$ cat src/rtl/vga_sync.sv
// VGA timing generator: pixel-enable divider, h/v counters, registered syncs,
// active-area flag and a free-running completed-frame counter.
module vga_sync #(
  parameter int PIX_DIV   = 2,
  parameter int H_DISPLAY = 640,
  parameter int H_FRONT   = 16,
  parameter int H_SYNC    = 96,
  parameter int H_BACK    = 48,
  parameter int V_DISPLAY = 480,
  parameter int V_FRONT   = 10,
  parameter int V_SYNC    = 2,
  parameter int V_BACK    = 33
) (
  input  logic       clk,
  input  logic       reset,
  output logic       hsync,
  output logic       vsync,
  output logic       video_on,
  output logic       p_tick,
  output logic [9:0] x,
  output logic [9:0] y,
  output logic [9:0] dummy
);

  localparam int DW = $clog2(PIX_DIV);
  localparam logic [DW-1:0] DIV_MAX = DW'(PIX_DIV - 1);

  localparam logic [9:0] H_MAX    = 10'(H_DISPLAY + H_FRONT + H_SYNC + H_BACK - 1);
  localparam logic [9:0] V_MAX    = 10'(V_DISPLAY + V_FRONT + V_SYNC + V_BACK - 1);
  localparam logic [9:0] H_VIS    = 10'(H_DISPLAY);
  localparam logic [9:0] V_VIS    = 10'(V_DISPLAY);
  localparam logic [9:0] HS_START = 10'(H_DISPLAY + H_FRONT);
  localparam logic [9:0] HS_END   = 10'(H_DISPLAY + H_FRONT + H_SYNC - 1);
  localparam logic [9:0] VS_START = 10'(V_DISPLAY + V_FRONT);
  localparam logic [9:0] VS_END   = 10'(V_DISPLAY + V_FRONT + V_SYNC - 1);

  logic [DW-1:0] divider_q, divider_d;
  logic [9:0]    h_count_q, h_count_d;
  logic [9:0]    v_count_q, v_count_d;
  logic [9:0]    frame_q, frame_d;
  logic          hsync_q, hsync_d;
  logic          vsync_q, vsync_d;
  logic          h_end, v_end;

  assign p_tick = (divider_q == DIV_MAX);
  // >= rather than == so an inconsistent parameter set still wraps to 0
  assign h_end  = (h_count_q >= H_MAX);
  assign v_end  = (v_count_q >= V_MAX);

  always_comb begin
    divider_d = p_tick ? '0 : divider_q + 1'b1;
    h_count_d = h_count_q;
    v_count_d = v_count_q;
    frame_d   = frame_q;
    if (p_tick) begin
      h_count_d = h_end ? 10'd0 : h_count_q + 10'd1;
      if (h_end) begin
        v_count_d = v_end ? 10'd0 : v_count_q + 10'd1;
        if (v_end) frame_d = frame_q + 10'd1;
      end
    end
    // syncs decode the next counter values so the flops align with x/y
    hsync_d = !((h_count_d >= HS_START) && (h_count_d <= HS_END));
    vsync_d = !((v_count_d >= VS_START) && (v_count_d <= VS_END));
  end

  always_ff @(posedge clk) begin
    if (reset) begin
      divider_q <= '0;
      h_count_q <= '0;
      v_count_q <= '0;
      frame_q   <= '0;
      hsync_q   <= 1'b1;
      vsync_q   <= 1'b1;
    end else begin
      divider_q <= divider_d;
      h_count_q <= h_count_d;
      v_count_q <= v_count_d;
      frame_q   <= frame_d;
      hsync_q   <= hsync_d;
      vsync_q   <= vsync_d;
    end
  end

  assign hsync    = hsync_q;
  assign vsync    = vsync_q;
  assign video_on = (h_count_q < H_VIS) && (v_count_q < V_VIS);
  assign x        = h_count_q;
  assign y        = v_count_q;
  assign dummy    = frame_q;

endmodule

$ cat config.mk
export PLATFORM = sky130hd
export DESIGN_NAME = vga_sync
export DESIGN_NICKNAME = d
export VERILOG_FILES = /design/src/rtl/vga_sync.sv
export SDC_FILE = /design/constraint.sdc
export NUM_CORES = 1
export LEC_CHECK = 0
export CORE_MARGIN = 2
export CORE_UTILIZATION = 49
export DETAILED_ROUTE_END_ITERATION = 12
export PLACE_DENSITY = 0.77
export SYNTH_ARGS = -nofsm -noshare
export SYNTH_HDL_FRONTEND = slang
export SYNTH_SLANG_ARGS = --single-unit
$ cat constraint.sdc
create_clock -name clk -period 3.1 [get_ports clk]
set_clock_uncertainty 0.2 [all_clocks]
set_input_delay 0.62 -clock clk [delete_from_list [all_inputs] [get_ports clk]]
set_output_delay 0.62 -clock clk [all_outputs]
set_load 0.02 [all_outputs]
; Yosys cells after proc, flatten, opt, wreduce, memory -nomap -nowiden
; Cells that the tools add are included.
[classes]
n_addsub = 4
n_lt_le_gt_ge = 8
mux = 5
n_reduce_logical = 7
[ops]
columns = operator, count
row1 = 10-bit two-way mux, 5
row2 = "10-bit by 1-bit adder with 10-bit output, second input constant", 3
row3 = "10-bit greater-or-equal comparator, second input constant", 3
row4 = "10-bit by 9-bit greater-or-equal comparator with 1-bit output, second input constant", 1
row5 = "10-bit less-or-equal comparator, second input constant", 1
row6 = "10-bit by 9-bit less-or-equal comparator with 1-bit output, second input constant", 1
row7 = "10-bit < comparator, second input constant", 1
row8 = "10-bit by 9-bit < comparator with 1-bit output, second input constant", 1
row9 = 1-bit logical AND, 3
row10 = 3-bit AND reduction, 1
row11 = 1-bit logical NOT, 2
row12 = 2-bit OR reduction, 1
row13 = "1-bit adder, second input constant", 1
[totals]
register_bits = 33
word_cells = 30

; Logic depth before layout (Yosys ltp)
; Gate-level depths: netlist of run 1.
[logic_depth]
depth_word = 7
ltp_mapped = 8
mapped_depth_nobuf = 6

; Least setup slack after synthesis of run 1
; Ideal clock, no wire load.
[synth_timing]
path_type = register to register
start = register h_count_q[0], in the netlist x[0]
end = register vsync_q, in the netlist vsync
setup_ns = 0.134
t_arrival_ns = 1.960
path_slack_ns = 0.806
path_stages_with_launch = 8
n_path_buf = 1
period_less_slack_ns = 2.294
path_cell_list = dfxtp_1 -> ha_1 -> nand4_2 -> a21o_1 -> buf_6 -> nor4_2 -> o22ai_1 -> or4b_1
[synth_between]
elab_chain_len = 6
elab_cells_between_ends = 7
[synth_lines]
columns = element, line_no
row1 = "start, declared", 38  ; logic [9:0] h_count_q, h_count_d;
row2 = "start signal, assigned", 77  ; h_count_q <= h_count_d;
row3 = 10-bit greater-or-equal comparator *, 47  ; assign h_end = (h_count_q >= H_MAX);
row4 = 10-bit two-way mux *, 57  ; if (h_end) begin
row5 = 10-bit two-way mux *, 55  ; if (p_tick) begin
row6 = 10-bit by 9-bit greater-or-equal comparator with 1-bit output or 10-bit by 9-bit less-or-equal comparator with 1-bit output (tied branches), 64  ; vsync_d = !((v_count_d >= VS_START) && (v_count_d <= VS_END));
row7 = 1-bit logical AND *, 64
row8 = 1-bit logical NOT *, 64
row9 = "end signal, assigned", 81  ; vsync_q <= vsync_d;
row10 = "end, declared", 42  ; logic vsync_q, vsync_d;
; Every way passes the cells marked *; elsewhere a longest branch is shown, timed or not.
; A chain may end at the register's enable or synchronous reset.

; Worst setup path in the final report of run 1
[layout_timing]
start = register v_count_q[6], in the netlist y[6]
end = output video_on
[layout_between]
elab_chain_len = 2
[layout_lines]
columns = element, line_no
row1 = "start, declared", 39  ; logic [9:0] v_count_q, v_count_d;
row2 = "start signal, assigned", 78  ; v_count_q <= v_count_d;
row3 = 10-bit by 9-bit < comparator with 1-bit output, 87  ; assign video_on = (h_count_q < H_VIS) && (v_count_q < V_VIS);
row4 = 1-bit logical AND, 87
row5 = "end, declared", 18  ; output logic video_on,
; Every way passes these cells.

==> impl_metrics.ini, run 1 <==
[status]
outcome = completed

[power_and_ir_drop]
leakage_nw = 0.672
power.density_nw_per_um2 = 325
ir_worst_vdd_v = 0.000212

[timing]
rsz0062_at_grt = no
maxSlewHeadroom_pct = 60.3
tightestPinTransition_ns = 0.595
finalSetupTns_ns = 0
setup_slack_ns = 0.449
maxSlewViolCount = 0
hold-worst-slack_ns = 0.311
fin_crit_sh_pct = 85.5
period_minus_slack_ns = 2.65
hold_viol = 0
timing.fmax_mhz = 377
setup_viol = 0

[cts]
cts_setup_buffers = 0
clock_sinks = 33
clockBufferDepth = 2
h-tree-depth = 2
root_buffer = clkbuf_4
clock_latency_ns = 0.34
cts.repair.resized = 0
cts_hold_buf = 0
clk_pin_slew_ns = 0.09
cts_made_buffers = 5
cts_tree = built

[grt]
grt_max_degree = 21
antenna_found_initial = 0
grt_pass1_vias = 1299
grt_overflow_total = 0
grt_pass1_wl_microns = 5930
grt_util_all_layers_pct = 18.9

[floorplanning]
core_area_sq_um = 3340
initial_core_util_pct = 51.3
die_area_sq_um = 3980
die_h_microns = 63.1
fp.dieW_microns = 63.1
ios = 36
fp-row-count = 21

[synthesis]
synth-edff-count = 0
synthFlopType = dfxtp_1
synth_nets = 212
syn_area_sq_um = 1710
synth.avg_cell_area_sq_um = 8.32
synth_compound_area_share_pct = 10.5
synth_top_family_by_area = simple AND/OR/NAND/NOR gates
synthSimpleGateAreaFrac_pct = 28.7
ys_warn_count = 0
synthMuxAreaShare_pct = 0.657
synth_area_leaders = dfxtp_1 39%, xnor2_1 12%, nor2_1 8.1%
synth_top_area_share_pct = 38.6
async_flop_share_pct = 0
yosys.area_share.xor_xnor_pct = 13.3
synth-seq-cells = 33
synthAdderAreaFrac_pct = 2.92
synth_common_cells = 37 x nor2_1, 33 x dfxtp_1, 23 x xnor2_1, 16 x nand2_1, 11 x a21oi_1
netlist_instances = 206
synth.distinct_cells = 42
ys_seq_area_share_pct = 38.6
synth_most_common_cell = nor2_1
yosysTopAreaCell = dfxtp_1

[drt]
wirelength_microns = 3450
drt_iter0_drc = 51
antenna_left = 0
drc_errors = 0
routedWlPerCell_microns = 12.1
drt_pass1_iterations = 4
viasPerCell = 5.27
vias = 1506

[cells_and_area]
antennaDiodeCount = 0
syn2layout_area_growth_pct = 23.5
drive_above_1_share_pct = 5.00
nets = 245
nFillCells = 323

[placement]
gp_congestion = 0.855
io_buffers = 35
hpwlAfterDp_microns = 2490
pre_cts_slack_ns = 0.691

[critical_path]
crit_path_end = video_on
worstReg2RegStart = x[0]
endpoint_kind = primary output
cp-startpoint = y[6]
cp.required_ns = 2.28
reg2reg_to = vsync
cp_max_fo = 6
worst_setup_path_start_kind = flop
worst_r2r_path_depth = 6
arrival_ns = 1.83
worstSetupPathType = flop to primary output
rrSetupSlack_ns = 0.70

[worst_hold_path]
min_path_type = flop to flop

[job]
max_cap_viol_count = 0
## sequential cells by signal (all words and copies together) (netlist names)
signal  flops
y          10
vsync       1
x          10
dummy      10
hsync       1
p_tick      1
## worst max-delay path: stages (launching register included)
cell and delay [ns]:
dfxtp_1 0.39, nand2_1 0.21, nor2_1 0.10, nor3_1 0.18, clkdlybuf4s50_1 0.63
## worst min-delay path by stage
stage	start	cells after the start	end	slack, ns
detailed placement	x[1]	2	x[1]	0.30
global route	x[1]	2	x[1]	0.36
global placement	x[1]	2	x[1]	0.29
floorplan	x[1]	2	x[1]	0.36
CTS	x[1]	2	x[1]	0.32
finish	x[1]	2	x[1]	0.31
## metal layers
metal / GRT usage, % / share of wire, % / vias to the layer above
met1: 25.7 / 50 / 684
met5: 0 / 0 / -
met2: 27.9 / 43 / 35
li1: - / - / 781
met4: 7.50 / 1.6 / 0
met3: 5.54 / 5.4 / 6
## kinds of logic (layout without fill, tap and decap cells)
logic type / count (synthesis) / after routing
and+or+nand+nor: 99 / 99
DFF: 33 / 33
xor gates and xnor gates: 26 / 26
AOI/OAI and AO/OA: 26 / 26
muxes: 1 / 1
buffers and inverters: 17 / 51
adders and majority gates: 4 / 4
## cells in the final DEF, fill, tap and decap left out, types with 2 or more instances in the layout
master / netlist / routed
inv_1: 6 / 6
buf_4: 2 / 2
nor4_1: 6 / 6
nand3_1: 10 / 10
xnor2_1: 23 / 23
dfxtp_1: 33 / 33
nor2_1: 37 / 37
nand2b_1: 3 / 3
ha_1: 4 / 4
clkbuf_1: 3 / 3
nand2_1: 16 / 16
o21ai_0: 2 / 2
and3_1: 2 / 2
and4_1: 2 / 2
xor2_1: 3 / 3
o2111ai_1: 2 / 2
clkdlybuf4s50_1: 0 / 35
clkbuf_4: 0 / 5
nor3_1: 10 / 10
nand4_1: 4 / 4
a21oi_1: 11 / 11
## power by group
group,internal (mW),switching [mW]
clock,0.0903,0.140
combinational,0.0113,0.0142
sequential,0.427,0.00480
## metrics by stage
stage / instances / cell area (sq um) / power (mW) / util, %
CTS: 286 / 2120 / 0.698 / 63.4
global route: 286 / 2120 / 0.719 / 63.4
floorplan: 206 / 1710 / 0.456 / -
global placement: 278 / 2070 / 0.468 / 61.9
finish: 286 / 2120 / 0.688 / 63.4
detailed placement: 278 / 2070 / 0.468 / 61.9
## final cells by class
type | count | area, sq um | share of cell area [%]
multi-input combinational | 156 | 961 | 45.4
sequential | 33 | 661 | 31.2
timing repair buffer | 37 | 365 | 17.3
tap | 46 | 57.6 | 2.72
clock buffer | 8 | 48.8 | 2.31
inverter | 6 | 22.5 | 1.06
No activity file was read; power rests on OpenSTA's default activity.
==> run 2: changes to the inputs <==
--- a/config.mk
+++ b/config.mk
@@ -7,8 +7,9 @@
 export LEC_CHECK = 0
 export CORE_MARGIN = 2
 export CORE_UTILIZATION = 49
+export CTS_CLUSTER_SIZE = 25
 export DETAILED_ROUTE_END_ITERATION = 12
-export PLACE_DENSITY = 0.77
+export PLACE_DENSITY = 0.78
 export SYNTH_ARGS = -nofsm -noshare
 export SYNTH_HDL_FRONTEND = slang
 export SYNTH_SLANG_ARGS = --single-unit
==> impl_metrics.ini, run 2 (synthesis results as in run 1) <==
[cells_and_area]
nFillCells = 324
syn2layout_area_growth_pct = 23.5
multi_input_area_sq_um = 961
antennaDiodeCount = 0
nets = 245
regArea_sq_um = 661
final_cell_mix = 37 x nor2_1, 35 x clkdlybuf4s50_1, 33 x dfxtp_1
drive_above_1_share_pct = 5.00
layout_commonest_cell = nor2_1
instances_no_fill = 286

[cts]
clk_pin_slew_ns = 0.10
cts_made_buffers = 5
clock_latency_ns = 0.33
clockBufferDepth = 2
cts_tree = built
cts_setup_buffers = 0
clock_sinks = 33
h-tree-depth = 2
cts_hold_buf = 0
root_buffer = clkbuf_4
cts.repair.resized = 0

[timing]
setup_viol = 0
finalSetupTns_ns = 0
maxSlewViolCount = 0
fin_crit_sh_pct = 84.7
hold_viol = 0
tightestPinTransition_ns = 0.618
rsz0062_at_grt = no
maxSlewHeadroom_pct = 58.8
timing.fmax_mhz = 381
period_minus_slack_ns = 2.63

[job]
max_cap_viol_count = 0

[floorplanning]
die_h_microns = 63.1
core_area_sq_um = 3340
fp-row-count = 21
die_area_sq_um = 3980
initial_core_util_pct = 51.3
fp.dieW_microns = 63.1
ios = 36

[critical_path]
arrival_ns = 1.81
reg2reg_to = vsync
cp_max_fo = 6
worstReg2RegStart = x[0]
cp.required_ns = 2.28
worst_r2r_path_depth = 6
worst_setup_path_start_kind = flop
endpoint_kind = primary output
worstSetupPathType = flop to primary output
rrSetupSlack_ns = 0.66

[worst_hold_path]
min_from = x[1]
min_to = x[1]
min_path_type = flop to flop
hold_depth = 2

[drt]
vias = 1532
drc_errors = 0
antenna_left = 0
routedWlPerCell_microns = 12.5
drt_iter0_drc = 115
viasPerCell = 5.36
wirelength_microns = 3570
drt_pass1_iterations = 4

[power_and_ir_drop]
ir_worst_vdd_v = 0.000199
leakage_nw = 0.672
power.density_nw_per_um2 = 324

[grt]
grt_util_all_layers_pct = 19.7
antenna_found_initial = 0
grt_overflow_total = 0
grt_pass1_vias = 1382
grt_max_degree = 21
grt_pass1_wl_microns = 6310

[placement]
placed_cells = 278
io_buffers = 35
hpwlAfterDp_microns = 2470
gp_congestion = 0.871

[status]
outcome = completed
-- run 2: worst max-delay path by stage --
stage          start       end  slack (ns)  cells past startpoint
2_1_floorplan   x[0]     vsync        0.81                      7
3_3_place_gp    x[0]     vsync        0.75                      6
3_5_place_dp    x[0]     vsync        0.68                      6
4_1_cts         y[6]  video_on        0.48                      4
5_1_grt         y[5]  video_on        0.35                      4
6_report        y[5]  video_on        0.47                      4
-- run 2: power breakdown --
| part | switching [mW] | leakage (nW) | internal, mW |
|---|---|---|---|
| registers | 0.00477 | 0.266 | 0.427 |
| clock network | 0.137 | 0.0265 | 0.0904 |
| logic | 0.0141 | 0.380 | 0.0114 |
-- run 2: area by class of cell --
type	count	share of cell area [%]
Clock buffer	8	2.31
Inverter	6	1.06
Multi-Input combinational cell	156	45.4
Sequential cell	33	31.2
Tap cell	46	2.72
Timing Repair Buffer	37	17.3
-- run 2: metrics by stage --
| stage | worst slack, ns | utilization, % | hold WS [ns] | instance area (sq um) | total power [mW] |
|---|---|---|---|---|---|
| detailed placement | 0.678 | 61.9 | 0.295 | 2070 | 0.468 |
| finish | 0.474 | 63.4 | 0.307 | 2120 | 0.685 |
| global route | 0.346 | 63.4 | 0.354 | 2120 | 0.719 |
| CTS | 0.480 | 63.4 | 0.309 | 2120 | 0.691 |
| floorplan | 0.806 | - | 0.363 | 1710 | 0.456 |
| global placement | 0.745 | 61.9 | 0.292 | 2070 | 0.467 |
-- run 2: worst max-delay path, cell delays in order (launching register included) --
cell and delay, ns:
dfxtp_1 0.38, nand2_1 0.21, nor2_1 0.10, nor3_1 0.17, clkdlybuf4s50_1 0.62
-- run 2: layer usage --
layer  track usage, %  up-vias  share of wire [%]
met4             8.06        0                1.2
met3             5.36        6                6.3
li1                 -      777                  -
met1             25.4      696                 48
met5                0        -                  0
met2             30.9       53                 44
